[src/rtl/dm_cache_ctrl.sv]
// Direct-mapped cache lookup controller: one outstanding lookup, line fill on miss,
// bulk invalidate and saturating hit/miss statistics.
module dm_cache_ctrl #(
    parameter int unsigned TAG_W  = 8,
    parameter int unsigned IDX_W  = 4,
    parameter int unsigned DATA_W = 8,
    parameter int unsigned CNT_W  = 16
) (
    input  logic                    clk,
    input  logic                    reset,
    input  logic                    req_valid,
    output logic                    req_ready,
    input  logic [TAG_W+IDX_W-1:0]  req_addr,
    output logic                    rsp_valid,
    output logic                    rsp_hit,
    output logic                    rsp_miss,
    output logic [DATA_W-1:0]       rsp_data,
    output logic                    fill_req,
    output logic [TAG_W+IDX_W-1:0]  fill_addr,
    input  logic                    fill_valid,
    input  logic [DATA_W-1:0]       fill_data,
    input  logic                    inv_all,
    output logic [CNT_W-1:0]        hit_count,
    output logic [CNT_W-1:0]        miss_count
);
    localparam int unsigned Depth = 1 << IDX_W;
    localparam int unsigned AddrW = TAG_W + IDX_W;

    typedef enum logic [1:0] {StIdle, StLookup, StMissWait, StResp} state_e;

    state_e              state_q, state_d;
    logic [AddrW-1:0]    addr_q;
    logic [Depth-1:0]    valid_q;
    logic [TAG_W-1:0]    tag_arr [Depth];
    logic [DATA_W-1:0]   data_arr [Depth];
    logic                rsp_hit_q, rsp_miss_q;
    logic [DATA_W-1:0]   rsp_data_q;
    logic [CNT_W-1:0]    hit_cnt_q, miss_cnt_q;

    logic [IDX_W-1:0]    idx;
    logic [TAG_W-1:0]    tag;
    logic                lookup_hit;
    logic                accept;
    logic                fill_take;

    assign idx        = addr_q[IDX_W-1:0];
    assign tag        = addr_q[AddrW-1:IDX_W];
    assign lookup_hit = valid_q[idx] && (tag_arr[idx] == tag);
    assign accept     = req_valid && req_ready;
    assign fill_take  = (state_q == StMissWait) && fill_valid;

    always_ff @(posedge clk) begin
        if (reset) begin
            state_q <= StIdle;
        end else begin
            state_q <= state_d;
        end
    end

    always_comb begin
        state_d = state_q;
        unique case (state_q)
            StIdle:     if (accept) state_d = StLookup;
            StLookup:   state_d = lookup_hit ? StResp : StMissWait;
            StMissWait: if (fill_valid) state_d = StResp;
            StResp:     state_d = StIdle;
            default:    state_d = StIdle;
        endcase
    end

    always_comb begin
        req_ready = (state_q == StIdle) && !inv_all;
        rsp_valid = (state_q == StResp);
        fill_req  = (state_q == StMissWait);
    end

    // Flags are held after RESP, so gate them to keep the strobe contract clean.
    assign rsp_hit    = rsp_valid && rsp_hit_q;
    assign rsp_miss   = rsp_valid && rsp_miss_q;
    assign rsp_data   = rsp_data_q;
    assign fill_addr  = fill_req ? addr_q : '0;
    assign hit_count  = hit_cnt_q;
    assign miss_count = miss_cnt_q;

    always_ff @(posedge clk) begin
        if (reset) begin
            addr_q     <= '0;
            valid_q    <= '0;
            rsp_hit_q  <= 1'b0;
            rsp_miss_q <= 1'b0;
            rsp_data_q <= '0;
            hit_cnt_q  <= '0;
            miss_cnt_q <= '0;
        end else begin
            if (accept) begin
                addr_q <= req_addr;
            end
            if ((state_q == StIdle) && inv_all) begin
                valid_q <= '0;
            end else if (fill_take) begin
                valid_q[idx] <= 1'b1;
            end
            if (state_q == StLookup) begin
                if (lookup_hit) begin
                    rsp_hit_q  <= 1'b1;
                    rsp_miss_q <= 1'b0;
                    rsp_data_q <= data_arr[idx];
                    if (hit_cnt_q != '1) hit_cnt_q <= hit_cnt_q + CNT_W'(1);
                end else begin
                    if (miss_cnt_q != '1) miss_cnt_q <= miss_cnt_q + CNT_W'(1);
                end
            end
            if (fill_take) begin
                rsp_hit_q  <= 1'b0;
                rsp_miss_q <= 1'b1;
                rsp_data_q <= fill_data;
            end
        end
    end

    // Tag/data storage is not reset; only valid bits qualify it.
    always_ff @(posedge clk) begin
        if (!reset && fill_take) begin
            tag_arr[idx]  <= tag;
            data_arr[idx] <= fill_data;
        end
    end
endmodule

[config.mk]
export PLATFORM = sky130hd
export DESIGN_NAME = dm_cache_ctrl
export DESIGN_NICKNAME = d
export VERILOG_FILES = /design/src/rtl/dm_cache_ctrl.sv
export SDC_FILE = /design/constraint.sdc
export NUM_CORES = 1
export LEC_CHECK = 0
export ABC_AREA = 1
export CORE_MARGIN = 1.5
export CORE_UTILIZATION = 35
export DETAILED_ROUTE_END_ITERATION = 8
export PLACE_DENSITY_LB_ADDON = 0.2
export RECOVER_POWER = 100
export SLEW_MARGIN = 10
export SYNTH_ARGS = -nofsm -noshare
export SYNTH_HDL_FRONTEND = slang
export SYNTH_SLANG_ARGS = --single-unit
[constraint.sdc]
create_clock -name clk -period 2.3 [get_ports clk]
set_input_delay 0.46 -clock clk [delete_from_list [all_inputs] [get_ports clk]]
set_output_delay 0.46 -clock clk [all_outputs]
set_load 0.005 [all_outputs]
-- Word-level counts from Yosys, hierarchy flattened
Memory sizes are Yosys's and may differ from the RTL's. A register that Yosys moved wholly into a read port is not among the register bits.
Index checks and enable logic that the tools add are counted.
- flip-flop bits (word level): 64
- memory bits (writable): 256
- input bits: 25
- output and inout port bits: 57
- word-level logic and storage cells: 60
- memories: 2
- add/subtract/negate cells: 2
- magnitude comparators: 2
- equal/unequal tests: 8
- multiplexer cells: 16
- bitwise operators: 2
- reduce and logical (&&, ||, !) cells: 21
- memories (memory ; depth ; bits a word ; read ports ; clocked after memory_dff ; wr ports ; line ; source):
    data_arr ; 16 ; 8 ; 1 ; 1 ; 1 ; 35 ; logic [DATA_W-1:0] data_arr [Depth];
    tag_arr ; 16 ; 8 ; 1 ; 1 ; 1 ; 34 ; logic [TAG_W-1:0] tag_arr [Depth];
- operators by type and width (operator ; number):
    16-bit by 1-bit adder with 16-bit output, second input constant ; 2
    16-bit inequality test, second input constant ; 2
    16-bit bitwise OR ; 1
    12-bit 2-to-1 mux ; 1
    1-bit logical AND ; 9
    8-bit equality test ; 1
    1-bit 2-to-1 mux ; 8
    4-bit 2-to-1 mux ; 2
    2-bit one-hot mux with 4 select lines ; 1
    2-bit AND reduction ; 3
    3-bit AND reduction ; 2
    4-bit by 5-bit < comparator with 1-bit output, second input constant ; 1
    1-bit binary-select mux with 4-bit select ; 1
    1-bit demux with 4-bit select ; 1
    2-bit equality test, second input constant ; 2
    4-bit by 1-bit >= comparator with 1-bit output, second input constant ; 1
    2-bit 2-to-1 mux ; 2
    2-bit nonzero test ; 2
    2-bit OR reduction ; 2
    2-bit by 1-bit equality test with 1-bit output, second input constant ; 1
    1-bit logical NOT ; 2
    2-bit logical NOT ; 1
    2-bit by 1-bit inequality test with 1-bit output, second input constant ; 1
    2-bit inequality test, second input constant ; 1
    1-bit NOT ; 1

-- Longest topological paths before layout
Gate-level depths: netlist (run 1).
- depth in word-level cells: 6
- gate-level depth with buffers: 18
- gate-level depth less buffers: 17

-- Worst setup path after synthesis (run 1)
Ideal clock, no wire load.
- kind: flip-flop to flip-flop
- from: register state_q[0]
- to: memory data_arr[7][0] (enable)
- setup time: 388 ps
- arrival time: 2004 ps
- required time: 1912 ps
- path slack: -92 ps
- cell stages (with the launch flop): 8
- buffers on the path: 1
- clock period less this slack: 2392 ps
- cell sequence: dfxtp_1 > inv_1 > ha_1 > nand2_1 > clkbuf_1 > nor2_1 > nand2_1 > nor2_1
- word-level cells in the longest chain between the ends: 5
- ends and longest elaborated chain (element ; line ; source):
    from (decl) ; 31 ; state_e state_q, state_d;
    from (signal assigned) ; 54 ; state_q <= StIdle;
    from (signal assigned) ; 56 ; state_q <= state_d;
    2-bit equality test ; -- ;
    named net fill_req ; 18 ; output logic fill_req,
    1-bit logical AND ; 50 ; assign fill_take = (state_q == StMissWait) && fill_valid;
    1-bit logical AND ; 123 ; if (!reset && fill_take) begin
    1-bit 2-to-1 mux ; 123 ;
    1-bit 2-to-1 mux (implied by the code) ; 125 ; data_arr[idx] <= fill_data;
    to (decl) ; 35 ;
The timed path passes the listed nets, and every way through them passes these cells.

==> results.md, run 1 <==
* Crit path top cell by count: nand2_2
* Vias per cell at 5.10
* Synth top area cells: edfxtp_1 55%, dfxtp_1 11%, nand2_1 8.9%
* Clock power share at 36.0%
* Fill cells at 3762
* Worst Max-Slew Pin Slew at 0.749 ns
* Most common cell after layout, fill and taps aside: nand2_1
* Synth top area share at 54.7%
* Clock Latency Late Sink at 0.55 ns
* Ports at 82
* Post-DRT Antenna Nets at 0
* Critical Path Fanout Max at 7
* Seq pwr share at 42.4%
* Total die area at 0.0414 mm2
* Comb pwr share at 21.6%
* RePlAce Congestion at 0.857
* Number of setup violations in the final report at 17
* TritonCTS clock tree: done
* Fmax at 427 MHz
* Avg WL per Cell at 19.8 um
* Crit path DAT at 2.82 ns
* Pre-antenna DRT Iters at 7
* H-tree Lvls at 2
* Number of synthesized flops with an enable pin at 256
* Most frequent cells in the layout: 311 x nand2_1, 256 x edfxtp_1, 161 x nand3_1
* Area after DPL at 0.0164 mm2
* Asr flop ratio synth at 0%
* Yosys warns at 0
* Slowest-stage cell, CP: dfxtp_4
* Max-slew violations at 0
* Post-Route WL at 42100 um
* CTS Hold Bufs at 0
* Hpwl dp at 26600 um
* Drt first-iter violations at 769
* Setup Crit Path Kind: reg2reg
* Syn_nets at 1408
* Clk slew on worst S/H paths at 0.06 ns
* Fin Clk Skew at 0.0182 ns
* Post-synthesis sequential area ratio at 65.5%
* Initial antenna violation count at 1
* Violated checks: negative setup slack
* Final period utilization at 102%
* Number of port buffers at 81
* Mapped Area at 0.0141 mm2
* P&R area growth vs syn at 29.2%
* Congestion Overflow GR at 0
* Horiz. Die Dim at 203 um
* Outcome: finished, violations left
* Nets at 1609
* Max stage delay on crit path at 0.48 ns
* Sw power at 0.00467 W
* Final core utilization at 45.7%
* Largest net degree at the start of global routing at 33
* P_leak at 6.75 nW
* Layout cells sized above 1 at 17.7%
* Pre-CTS setup slack at -0.288 ns
* Critical path, cell by cell: buf_12 -> clkbuf_16 -> nand2_1 -> nand3_2 -> nand3_2 -> nand3_2 -> nand2_2 -> nand2_2 -> nand2_2 -> nor2_4 -> inv_2 -> nor2_4 -> nand3_4 -> buf_8 -> nand2_4 -> nand2_2 -> a21oi_2
* Int Power at 0.0114 W
* Hold Vio Cnt, Final at 0
* Hold_sp: reset
* Root Driver: clkbuf_16
* Unique masters post-synth at 34
* Synth Register Bits at 332
* CP Data Required Time at 2.78 ns
* Switch share at 29.0%
* Biggest area consumer among synthesized cells: edfxtp_1
* Top FF cell, synth: edfxtp_1
* First-pass GRT wire length at 63400 um
* Fin crit period at 2.34 ns
* Crit. End Element: flop
* Post-Syn Instances at 1376
* Core box area at 0.0397 mm2
* Drt drc at 0
* Die Y at 203 um
* Total number of vias at 10900
* Setup WS post-layout at -0.0442 ns
* Effective utilization at floorplan at 35.4%
* Max VDD drop at 0.571 mV
* Fin area at 0.0182 mm2
* Global Route Usage Sum at 20.3%
* Tightest Hold Check Type: in2reg
* Syn_area_per_cell at 10.2 um2
* Crit start category: flop
* Rel. slew slack at 50.1%
* Max-cap violation count at 0
* Cts bufs inserted at 37
* Worst hold margin at 0.223 ns
* Clock Sinks at 332
* Rows at 73
* Vias in the first global route at 10600
* Pwr dens at 887 mW/mm2
* Clock buffer depth at 3
* Unrepaired setup endpoints after global routing: true
==> layer usage <==
layer / wire (um) / GRT usage, %
met1: 18800 / 28.1
met2: 19600 / 32.6
met3: 2430 / 3.10
met4: 1270 / 6.93
met5: 0 / 0
==> cells by family after synthesis <==
kind of cell / after synthesis / share of synthesized area [%]
flip-flops: 332 / 65.5
XOR/XNOR: 27 / 1.68
AND/OR/NAND/NOR: 656 / 19.9
AO/OA/AOI/OAI: 160 / 6.64
buffers and inverters: 194 / 5.68
adder cells (fa/ha/maj): 7 / 0.623
==> state kept, by name, summed over array words and instances (netlist names), 2 cells and up, named ones only <==
register	flops
addr_q	12
data_arr	128
hit_count	16
miss_count	16
rsp_data	8
state_q	2
tag_arr	128
valid_q	16
==> critical path, delay by kind of cell (launching register included) <==
kind / cells / cell delay (ns)
AND/OR/NAND/NOR: 12 / 1.16
flip-flops: 1 / 0.48
AO/OA/AOI/OAI: 1 / 0.10
buffers and inverters: 4 / 0.54
==> power by group through the flow <==
stage / Combinational, W / Clock [W] / Sequential (W)
after global routing: 0.00377 / 0.00613 / 0.00685
after detailed placement: 0.00298 / 0 / 0.00692
after CTS: 0.00315 / 0.00591 / 0.00682
after global placement: 0.00296 / 0 / 0.00692
final: 0.00349 / 0.00580 / 0.00683
after floorplan: 0.00161 / 0 / 0.00693
==> cell type report <==
type	count	area [um2]	share of cell area [%]
diodes	1	2.50	0.0138
clock buffers	49	1000	5.51
multi-input cells	852	4430	24.4
repair buffers	227	2200	12.1
clock inverters	16	173	0.950
flip-flops and latches	332	9220	50.7
well taps	525	657	3.61
inverters	127	484	2.66
==> per-stage QoR <==
stage               TNS (ns)  total power, W  cells
detailed placement    -16.99         0.00991   2044
finish                -0.361          0.0161   2129
global route           -6.19          0.0168   2128
floorplan                  0         0.00854   1376
global placement      -14.53         0.00989   2044
CTS                        0          0.0159   2118
==> synth_stat cells, types with 2 or more instances <==
library cell  instances
clkbuf_1             39
xnor2_1              11
buf_2                17
nand4_1              22
a41oi_1               7
nor3_1               13
a21oi_1              78
nand2_2               2
o211ai_1              6
o21ai_1               5
xor2_1               16
edfxtp_1            256
dfxtp_1              76
buf_1                 4
o21ai_0              28
a22oi_1              32
nor2_1               97
ha_1                  7
inv_1               124
nor4_1                2
nand3_1             180
a31oi_1               2
nand2_1             335
buf_6                 6
inv_2                 2
==> final timing paths <==
path	endpoint	slack, ns	cells past startpoint
setup / recovery	state_q[0]$_SDFFE_PP0P_	-0.04	17
hold / removal	rsp_data[1]$_SDFFE_PP0P_	0.22	2
setup reg to reg	state_q[0]$_SDFFE_PP0P_	-0.04	17
hold reg to reg	valid_q[8]$_SDFFE_PP0P_	0.46	2
==> what timing repair did <==
action / 4_1_cts / 5_1_grt
pin swaps: 5 / 35
setup buffers: 6 / 5
gates resized for setup: 47 / 75
endpoints found under the setup margin: 63 / 55
hold endpoints to repair: 0 / 0
cloned: 3 / 5
No activity file was read; power rests on OpenSTA's default activity.
==> inputs of run 2 (changes only) <==
- CORE_MARGIN: 1.5 -> not set
==> run 2 against run 1 <==
Net effect:
- the run still ends with negative setup slack left
- die area down 0.98%
- final area grew 1.1%
- sequential power is essentially flat
- via count is 0.22% lower
- largest cell class unchanged
==> results.md, run 2 (synthesized netlist as in run 1, its figures left out) <==
* Crit. End Element: output port
* Hold Vio Cnt, Final at 0
* Clock buffer depth at 3
* Drt drc at 0
* TritonCTS clock tree: done
* Crit start category: flop
* Largest net degree at the start of global routing at 32
* Slowest-stage cell, CP: dfxtp_1
* Number of setup violations in the final report at 259
* Fmax at 412 MHz
* Crit path top cell by count: inv_1
* Worst Path Buf+Inv at 5
* Violated checks: negative setup slack
* Rows at 73
* Setup WS post-layout at -0.128 ns
* Fin Clk Skew at 0.0142 ns
* Drt first-iter violations at 832
* Fin cells at 2130
* Setup Crit Path Kind: reg2out
* FF-to-FF path depth at 17
* Die Y at 202 um
* M3 GR Usage at 3.11%
* Horiz. Die Dim at 202 um
* Vias per cell at 5.08
* Max stage delay on crit path at 0.31 ns
* Initial antenna violation count at 0
* Hpwl dp at 26000 um
* Critical Path Fanout Max at 8
* P_leak at 6.99 nW
* Clock Sinks at 332
* Final period utilization at 106%
* Core box area at 0.0396 mm2
* Nets at 1607
* Max-slew violations at 0
* Avg WL per Cell at 19.8 um
* Hold_sp: reset
* Pre-antenna DRT Iters at 5
* Crit path DAT at 1.97 ns
* Most Crowded Layer GR: met2
* Outcome: finished, violations left
* Met1 GRT Util at 27.2%
* Tightest Hold Check Type: in2reg
* Layout cells sized above 1 at 18.5%
* Number of port buffers at 81
* Hold endpoint: hit_count[0]$_SDFFE_PP0P_
* First-pass GRT wire length at 63300 um
* Max VDD drop at 0.573 mV
* Global Route Usage Sum at 20.4%
* # diodes at 0
* Rel. slew slack at 50.6%
* R2R setup slack at -0.13 ns
* Post-DRT Antenna Nets at 0
* Vias in the first global route at 10500
* Max-cap violation count at 0
* Grt met2 use at 33.9%
* Post-Route WL at 42100 um
* Most frequent cells in the layout: 303 x nand2_1, 256 x edfxtp_1, 161 x nand3_1
* Most common cell after layout, fill and taps aside: nand2_1
* Hold Crit Depth at 4
* Effective utilization at floorplan at 35.5%
* RePlAce Congestion at 0.897
* Total die area at 0.0410 mm2
* Root Driver: clkbuf_16
* Fin crit period at 2.43 ns
* Worst Max-Slew Pin Slew at 0.742 ns
* Unrepaired setup endpoints after global routing: true
* Cts bufs inserted at 38
* Worst hold margin at 0.312 ns
* Congestion Overflow GR at 0
* Total number of vias at 10800
* Critical path, cell by cell: inv_1 -> ha_4 -> clkbuf_2 -> buf_4 -> nand2_1 -> inv_1 -> dlygate4sd2_1
* CP Data Required Time at 1.84 ns
* Clk slew on worst S/H paths at 0.06 ns
* Pwr dens at 889 mW/mm2
* Biggest regs: data_arr x128, tag_arr x128
* H-tree Lvls at 2
* Critical path's top delay family: buffers and inverters
* Dpl cells at 2037
* P&R area growth vs syn at 30.6%
* Ports at 82
* FF-to-FF End: rsp_data[4]$_SDFFE_PP0P_
* Clock Latency Late Sink at 0.53 ns
-- run 2: worst reg2reg max path, delay by kind of cell (launching register included) --
family | cells | cell delay (ns)
buf+inv | 3 | 0.44
flops | 1 | 0.41
simple gates | 13 | 1.37
compound gates | 1 | 0.14
-- run 2: cell type report --
| cell class | instances | area [um2] |
|---|---|---|
| Clock buffer | 56 | 1100 |
| Clock inverter | 14 | 165 |
| Tap cell | 525 | 657 |
| Sequential cell | 332 | 9220 |
| Inverter | 127 | 484 |
| Fill cell | 3692 | 21300 |
| Timing Repair Buffer | 224 | 2230 |
| Multi-Input combinational cell | 852 | 4520 |
-- run 2: how the worst max path moves through the flow --
| stage | endpoint | depth (start not counted) | from |
|---|---|---|---|
| global route | hit_count[1]$_SDFFE_PP0P_ | 18 | flop |
| global placement | rsp_data[6]$_SDFFE_PP0P_ | 15 | addr_q[1]$_SDFFE_PP0P_ |
| detailed placement | rsp_data[6]$_SDFFE_PP0P_ | 18 | flop |
| floorplan | data_arr[7][0]$_DFFE_PP_ | 7 | state_q[0]$_SDFFE_PP0P_ |
| CTS | fill_addr[3] | 6 | state_q[0]$_SDFFE_PP0P_ |
| finish | fill_addr[2] | 7 | state_q[0]$_SDFFE_PP0P_ |
-- run 2: power breakdown --
group	switching, W	total (W)	internal, W
Combinational	0.00215	0.00345	0.00130
Sequential	0.000122	0.00680	0.00668
Clock	0.00242	0.00608	0.00366
Total	0.00469	0.0163	0.0116
-- run 2: metal layers --
layer | wire [um] | share of wire (%)
met5 | 0 | 0
met4 | 1260 | 3.0
met3 | 2540 | 6.0
met2 | 20200 | 48
met1 | 18100 | 43
-- run 2: repair_timing --
| action | in CTS | in global routing |
|---|---|---|
| cloned | 7 | 1 |
| pin swaps | 5 | 28 |
| setup buffers | 6 | 11 |
| hold buffers | 0 | 0 |
| endpoints found under the setup margin | 55 | 48 |
| resized for setup | 54 | 96 |
-- run 2: metrics by stage --
step           setup slack (ns)  TNS, ns  power, W  cell area, um2  utilization, %
2_1_floorplan             0.157        0   0.00854           14100               -
3_5_place_dp             -0.135    -2.97   0.00995           16500            41.5
4_1_cts                  -0.126    -1.19    0.0163           18100            45.7
5_1_grt                  -0.270   -50.40    0.0169           18400            46.4
3_3_place_gp             -0.116    -3.37   0.00994           16500            41.5
6_report                 -0.128   -12.55    0.0163           18400            46.4
